$ cat src/rtl/readout_sequencer.sv
// readout_sequencer
//
// Walks every channel enabled in a latched channel mask and reads each of its
// counter words autonomously. For every word it drives the one-hot channel
// select and the word index, waits a settle time, samples the counter bus and
// pushes {data, channel, word} into a small show-ahead output FIFO.
//
// Ports:
//   clk, rst         single clock, asynchronous active-high reset
//   start, abort     one-cycle request / cancel pulses from the instruction driver
//   channel_mask     channel enables, captured on an accepted start
//   cnt_data         counter word for the currently selected channel/word
//   load_cnt_ser     one-hot channel select (0 when idle)
//   select_reg       word index (3'b111 when idle)
//   out_data/out_ch/out_word, out_valid, out_ready   FIFO head and handshake
//   busy             high in every state except IDLE
//   done             one-cycle pulse on normal completion
//   dbg_state        current sequencer state, for observation only
//
// Output handshake: out_valid is high whenever the FIFO holds a word and
// out_data/out_ch/out_word then show the oldest word. A word is consumed on
// every rising edge where out_valid && out_ready; out_valid never drops and
// the head never changes until that happens (except on abort or reset).

module readout_sequencer #(
   parameter int NUM_CH        = 8,
   parameter int WORDS_PER_CH  = 7,
   parameter int SETTLE_CYCLES = 2,
   parameter int FIFO_DEPTH    = 4
) (
   input  logic              clk,
   input  logic              rst,
   input  logic              start,
   input  logic              abort,
   input  logic [NUM_CH-1:0] channel_mask,
   input  logic [7:0]        cnt_data,
   output logic [NUM_CH-1:0] load_cnt_ser,
   output logic [2:0]        select_reg,
   output logic [7:0]        out_data,
   output logic [2:0]        out_ch,
   output logic [2:0]        out_word,
   output logic              out_valid,
   input  logic              out_ready,
   output logic              busy,
   output logic              done,
   output logic [2:0]        dbg_state
);

   localparam int PTR_W = $clog2(FIFO_DEPTH);
   localparam int CNT_W = PTR_W + 1;
   localparam int SET_W = (SETTLE_CYCLES > 1) ? $clog2(SETTLE_CYCLES) : 1;

   typedef enum logic [2:0] {
      S_IDLE    = 3'd0,
      S_SETUP   = 3'd1,
      S_CAPTURE = 3'd2,
      S_DRAIN   = 3'd3,
      S_DONE    = 3'd4
   } state_t;

   state_t              state_q, state_d;
   logic [NUM_CH-1:0]   mask_q, mask_d;
   logic [2:0]          ch_q, ch_d;
   logic [2:0]          word_q, word_d;
   logic [SET_W-1:0]    settle_q, settle_d;
   logic [NUM_CH-1:0]   load_q, load_d;
   logic [2:0]          sel_q, sel_d;
   logic                busy_q, busy_d;
   logic                done_q, done_d;

   logic [PTR_W-1:0]    wr_ptr_q, wr_ptr_d;
   logic [PTR_W-1:0]    rd_ptr_q, rd_ptr_d;
   logic [CNT_W-1:0]    count_q, count_d;
   logic [13:0]         mem_q [FIFO_DEPTH];
   logic [13:0]         mem_d [FIFO_DEPTH];

   logic                push, pop, flush, fifo_full;
   logic                first_found, next_found;
   logic [2:0]          first_ch, next_ch;
   logic [13:0]         head;

   // Priority searches: the descending loop leaves the lowest matching index.
   // first_* looks at the incoming mask (for start), next_* at latched bits
   // strictly above the current channel, so masked channels cost no cycles.
   always_comb begin
      first_found = 1'b0;
      first_ch    = 3'd0;
      next_found  = 1'b0;
      next_ch     = 3'd0;
      for (int i = NUM_CH - 1; i >= 0; i--) begin
         if (channel_mask[i]) begin
            first_found = 1'b1;
            first_ch    = 3'(i);
         end
         if (mask_q[i] && (i > int'(ch_q))) begin
            next_found = 1'b1;
            next_ch    = 3'(i);
         end
      end
   end

   assign fifo_full = (count_q == CNT_W'(FIFO_DEPTH));

   // Sequencer next-state and registered drive values
   always_comb begin
      state_d  = state_q;
      mask_d   = mask_q;
      ch_d     = ch_q;
      word_d   = word_q;
      settle_d = settle_q;
      load_d   = load_q;
      sel_d    = sel_q;
      push     = 1'b0;
      flush    = 1'b0;

      if (abort) begin
         state_d = S_IDLE;
         flush   = 1'b1;
         load_d  = '0;
         sel_d   = 3'b111;
      end else begin
         case (state_q)
            S_IDLE: begin
               if (start) begin
                  mask_d = channel_mask;
                  if (!first_found) begin
                     state_d = S_DONE;
                  end else begin
                     state_d  = S_SETUP;
                     ch_d     = first_ch;
                     word_d   = 3'd0;
                     settle_d = '0;
                     load_d   = NUM_CH'(1) << first_ch;
                     sel_d    = 3'd0;
                  end
               end
            end
            S_SETUP: begin
               if (settle_q == SET_W'(SETTLE_CYCLES - 1)) begin
                  state_d = S_CAPTURE;
               end else begin
                  settle_d = settle_q + SET_W'(1);
               end
            end
            S_CAPTURE: begin
               // When full, stay here with the drive held and retry next cycle
               if (!fifo_full) begin
                  push = 1'b1;
                  if (word_q != 3'(WORDS_PER_CH - 1)) begin
                     state_d  = S_SETUP;
                     word_d   = word_q + 3'(1);
                     settle_d = '0;
                     sel_d    = word_q + 3'(1);
                  end else if (next_found) begin
                     state_d  = S_SETUP;
                     ch_d     = next_ch;
                     word_d   = 3'd0;
                     settle_d = '0;
                     load_d   = NUM_CH'(1) << next_ch;
                     sel_d    = 3'd0;
                  end else begin
                     state_d = S_DRAIN;
                     load_d  = '0;
                     sel_d   = 3'b111;
                  end
               end
            end
            S_DRAIN: begin
               if (count_q == '0) begin
                  state_d = S_DONE;
               end
            end
            S_DONE: begin
               state_d = S_IDLE;
            end
            default: begin
               state_d = S_IDLE;
               load_d  = '0;
               sel_d   = 3'b111;
            end
         endcase
      end

      busy_d = (state_d != S_IDLE);
      done_d = (state_d == S_DONE);
   end

   // Output FIFO. Push is gated only by the registered count, so a push into
   // a full FIFO is refused even when a pop happens in the same cycle.
   assign pop = (count_q != '0) && out_ready;

   always_comb begin
      wr_ptr_d = wr_ptr_q;
      rd_ptr_d = rd_ptr_q;
      count_d  = count_q;
      mem_d    = mem_q;
      if (flush) begin
         wr_ptr_d = '0;
         rd_ptr_d = '0;
         count_d  = '0;
      end else begin
         if (push) begin
            mem_d[wr_ptr_q] = {cnt_data, ch_q, word_q};
            wr_ptr_d        = wr_ptr_q + PTR_W'(1);
         end
         if (pop) begin
            rd_ptr_d = rd_ptr_q + PTR_W'(1);
         end
         if (push && !pop) begin
            count_d = count_q + CNT_W'(1);
         end else if (pop && !push) begin
            count_d = count_q - CNT_W'(1);
         end
      end
   end

   always_ff @(posedge clk or posedge rst) begin
      if (rst) begin
         state_q  <= S_IDLE;
         mask_q   <= '0;
         ch_q     <= 3'd0;
         word_q   <= 3'd0;
         settle_q <= '0;
         load_q   <= '0;
         sel_q    <= 3'b111;
         busy_q   <= 1'b0;
         done_q   <= 1'b0;
         wr_ptr_q <= '0;
         rd_ptr_q <= '0;
         count_q  <= '0;
         mem_q    <= '{default: '0};
      end else begin
         state_q  <= state_d;
         mask_q   <= mask_d;
         ch_q     <= ch_d;
         word_q   <= word_d;
         settle_q <= settle_d;
         load_q   <= load_d;
         sel_q    <= sel_d;
         busy_q   <= busy_d;
         done_q   <= done_d;
         wr_ptr_q <= wr_ptr_d;
         rd_ptr_q <= rd_ptr_d;
         count_q  <= count_d;
         mem_q    <= mem_d;
      end
   end

   // Head fields read as zero while empty so reset and flush show clean values
   assign head         = mem_q[rd_ptr_q];
   assign out_valid    = (count_q != '0);
   assign out_data     = out_valid ? head[13:6] : 8'h00;
   assign out_ch       = out_valid ? head[5:3]  : 3'd0;
   assign out_word     = out_valid ? head[2:0]  : 3'd0;
   assign load_cnt_ser = load_q;
   assign select_reg   = sel_q;
   assign busy         = busy_q;
   assign done         = done_q;
   assign dbg_state    = state_q;

endmodule

$ cat config.mk
export PLATFORM = sky130hd
export DESIGN_NAME = readout_sequencer
export DESIGN_NICKNAME = d
export VERILOG_FILES = /design/src/rtl/readout_sequencer.sv
export SDC_FILE = /design/constraint.sdc
export NUM_CORES = 1
export LEC_CHECK = 0
export BUFFER_PORTS_ARGS = -buffer_cell sky130_fd_sc_hd__buf_2
export CAP_MARGIN = 5
export CORE_UTILIZATION = 34
export DETAILED_ROUTE_END_ITERATION = 10
export SLEW_MARGIN = 0
export SYNTH_ARGS = -nofsm -noshare
export SYNTH_HDL_FRONTEND = slang
export SYNTH_SLANG_ARGS = --single-unit
$ cat constraint.sdc
create_clock -name clk -period 2.55 [get_ports clk]
set_clock_uncertainty 0.05 [all_clocks]
set_input_delay 0.1275 -clock clk [delete_from_list [all_inputs] [get_ports clk]]
set_output_delay 0.1275 -clock clk [all_outputs]
set_load 0.01 [all_outputs]
==> results.json <==
{
  "fin_util": 0.420,
  "grt_max_degree": 55,
  "fin_crit_sh": 0.978,
  "core_area_um2": 13400,
  "fp-row-count": 42,
  "ir_drop_mv": 0.362,
  "slew_headroom": 0.462,
  "crit_arrival_ns": 2.68,
  "globalRouteOverflowTotal": 0,
  "antenna_found_initial": 0,
  "place_hpwl_um": 7510,
  "top_register": "mem_q",
  "port_buffers": 51,
  "grt_pass1_vias": 3469,
  "worstSetupStartpointType": "input pin",
  "drive_above_1_share": 0.374,
  "status": "complete, no violations",
  "synthAdderAreaFrac": 0.0148,
  "start_util": 0.353,
  "grt_setup_unrepaired": "false",
  "r2r_slack_ns": 0.17,
  "post-cts-setup-buffers": 0,
  "cts_buffer_depth": 2,
  "ys.flop_type": "dfrtp_1",
  "hold_path.class": "input pin to flip-flop",
  "areaGrowthSynthToFinish_pct": 18.8,
  "syn_area_um2": 4740,
  "die_h_um": 120,
  "vias": 3344,
  "yosys-mux-area-fraction": 0.223,
  "n_fill_cell": 1268,
  "largest_register_ffs": 56,
  "first_pass_iters": 4,
  "drt_drc_violations_left": 0,
  "synth-compound-area-share": 0.101,
  "ant_nets": 0,
  "hold_violations": 0,
  "drtIter0Drc": 240,
  "layout.nets": 486,
  "ys_top_cells_by_area": "dfrtp_1 (48%), mux2_2 (15%), mux4_2 (6.7%)",
  "yosysUniqueCellTypes": 61,
  "synth_top_area_share": 0.476,
  "routedWlPerCell_um": 16.7,
  "synth_top_family_by_area": "multiplexers",
  "synth-xor-area-share": 0.00925,
  "async_flop_share": 1.00,
  "clk_pin_slew_ns": 0.07,
  "cp_max_fo": 5,
  "synthCells": 395,
  "synth_edf_count": 0,
  "grt_use_total": 0.165,
  "worst_pin_slew_ns": 0.800,
  "drv_slew": 0,
  "worst_setup_path_end_kind": "flip-flop",
  "dieArea_um2": 14400,
  "io_pins": 52,
  "max_clock_freq_mhz": 401,
  "die_w_um": 120,
  "synthSimpleGateAreaFrac": 0.126,
  "clk_latency_ns": 0.35,
  "p_leak_nw": 2.58,
  "yosysWarnings": 0,
  "crit_type": "input pin to flip-flop",
  "cts_tree": "built",
  "yosysSeqAreaShare": 0.492,
  "fin_setup_tns_ns": 0,
  "gp_congestion": 0.829,
  "cts_buffers": 9,
  "ctsRootBufferMaster": "clkbuf_16",
  "yosys.area.top_type": "dfrtp_1",
  "maxCapViolations": 0,
  "antenna_cells": 0,
  "setup_violations": 0,
  "cts_htree_levels": 3,
  "avgSynthCellArea_um2": 12.0,
  "p_per_area_nw_per_um2": 845,
  "cp.required_ns": 2.73,
  "fin_crit_ns": 2.49,
  "syn-num-nets": 421,
  "cts_sinks": 93,
  "synth-seq-cells": 93,
  "wl_um": 10700,
  "grt_pass1_wl_um": 18200,
  "vias_per_cell": 5.23
}
-- power by group --
| part | total, mW | switching, mW | internal [mW] |
|---|---|---|---|
| logic | 1.49 | 0.769 | 0.724 |
| clock network | 1.33 | 0.546 | 0.779 |
| registers | 1.93 | 0.226 | 1.71 |
-- cells in the mapped netlist, drive strengths merged (5+ instances only) --
master and number:
a211oi 5, a21oi 16, and2 17, buf 6
clkbuf 15, dfrtp 90, inv 12, mux2 65
mux4 14, nand2 29, nand3 5, nor2 22
nor2b 6, nor3b 5, o21ai 13, or3 5
-- final cells by class --
cell class / count / area (um2) / share of cell area
clock buffers: 11 / 243 / 0.0432
clock inverters: 3 / 46.3 / 0.00823
inverters: 12 / 48.8 / 0.00868
multi-input cells: 269 / 2250 / 0.401
flip-flops and latches: 93 / 2330 / 0.415
well taps: 176 / 220 / 0.0392
repair buffers: 75 / 480 / 0.0854
-- kinds of logic (layout without fill, tap and decap cells) --
family,count (synthesis),count (layout)
fa+ha+maj,5,5
buf+inv,33,101
flops,93,93
compound gates,68,68
xor+xnor,5,5
simple gates,111,111
mux,80,80
-- final timing paths --
path	cells past startpoint	end	from
hold reg to reg	2	mem_q[45]$_DFFE_PP0P_	mem_q[45]$_DFFE_PP0P_
min in group asynchronous	3	mask_q[5]$_DFFE_PP0P_	rst
hold / removal	2	mask_q[5]$_DFFE_PP0P_	channel_mask[5]
setup reg to reg	7	count_q[2]$_DFFE_PP0P_	count_q[1]$_DFFE_PP0P_
max in group asynchronous	4	select_reg[2]$_DFFE_PP1P_	rst
setup / recovery	8	ch_q[1]$_DFFE_PP0P_	channel_mask[2]
-- per-layer routing --
metal	track usage	share of wire
met5	0	0
met4	0.0563	0.015
met3	0.0380	0.039
met2	0.271	0.49
met1	0.212	0.45
-- timing repair --
item | 4_1_cts | 5_1_grt
setup endpoints to repair | 0 | 12
resized for setup | 0 | 2
endpoints found under the hold margin | 28 | 0
hold buffers | 8 | 0
-- critical path, stage by stage --
cell	delay, ns
dlygate4sd3_1	0.54
buf_2	0.14
nor4_1	0.69
nand2_1	0.27
a21oi_4	0.19
buf_4	0.15
o21bai_1	0.19
mux2_2	0.37
-- per-stage QoR --
| step | cells | setup slack [ns] | hold WS [ns] | area [um2] | power, mW |
|---|---|---|---|---|---|
| floorplan | 395 | 0.263 | 0.228 | 4740 | 2.96 |
| global placement | 617 | 0.225 | 0.112 | 5250 | 3.41 |
| detailed placement | 617 | 0.192 | 0.123 | 5250 | 3.46 |
| CTS | 639 | 0.0465 | 0.00105 | 5620 | 4.82 |
| global route | 639 | 0.0254 | 0.0111 | 5620 | 5.06 |
| finish | 639 | 0.0551 | 0.0105 | 5620 | 4.75 |
-- cells in the final DEF, fill, tap and decap left out, types with 5 or more instances in the layout --
cell type      Yosys  routed
dfrtp_1           90      89
mux2_2            65      65
buf_2              1      51
nand2_1           29      29
nor2_1            22      22
and2_1            17      17
a21oi_1           15      14
mux4_2            14      14
buf_4              2      14
o21ai_0           13      13
inv_1             12      11
clkbuf_16          0       9
dlygate4sd3_1      0       8
nor2b_1            6       6
a211oi_1           5       5
nand3_1            5       5
or3_1              5       5
No activity file was read; power rests on OpenSTA's default activity.
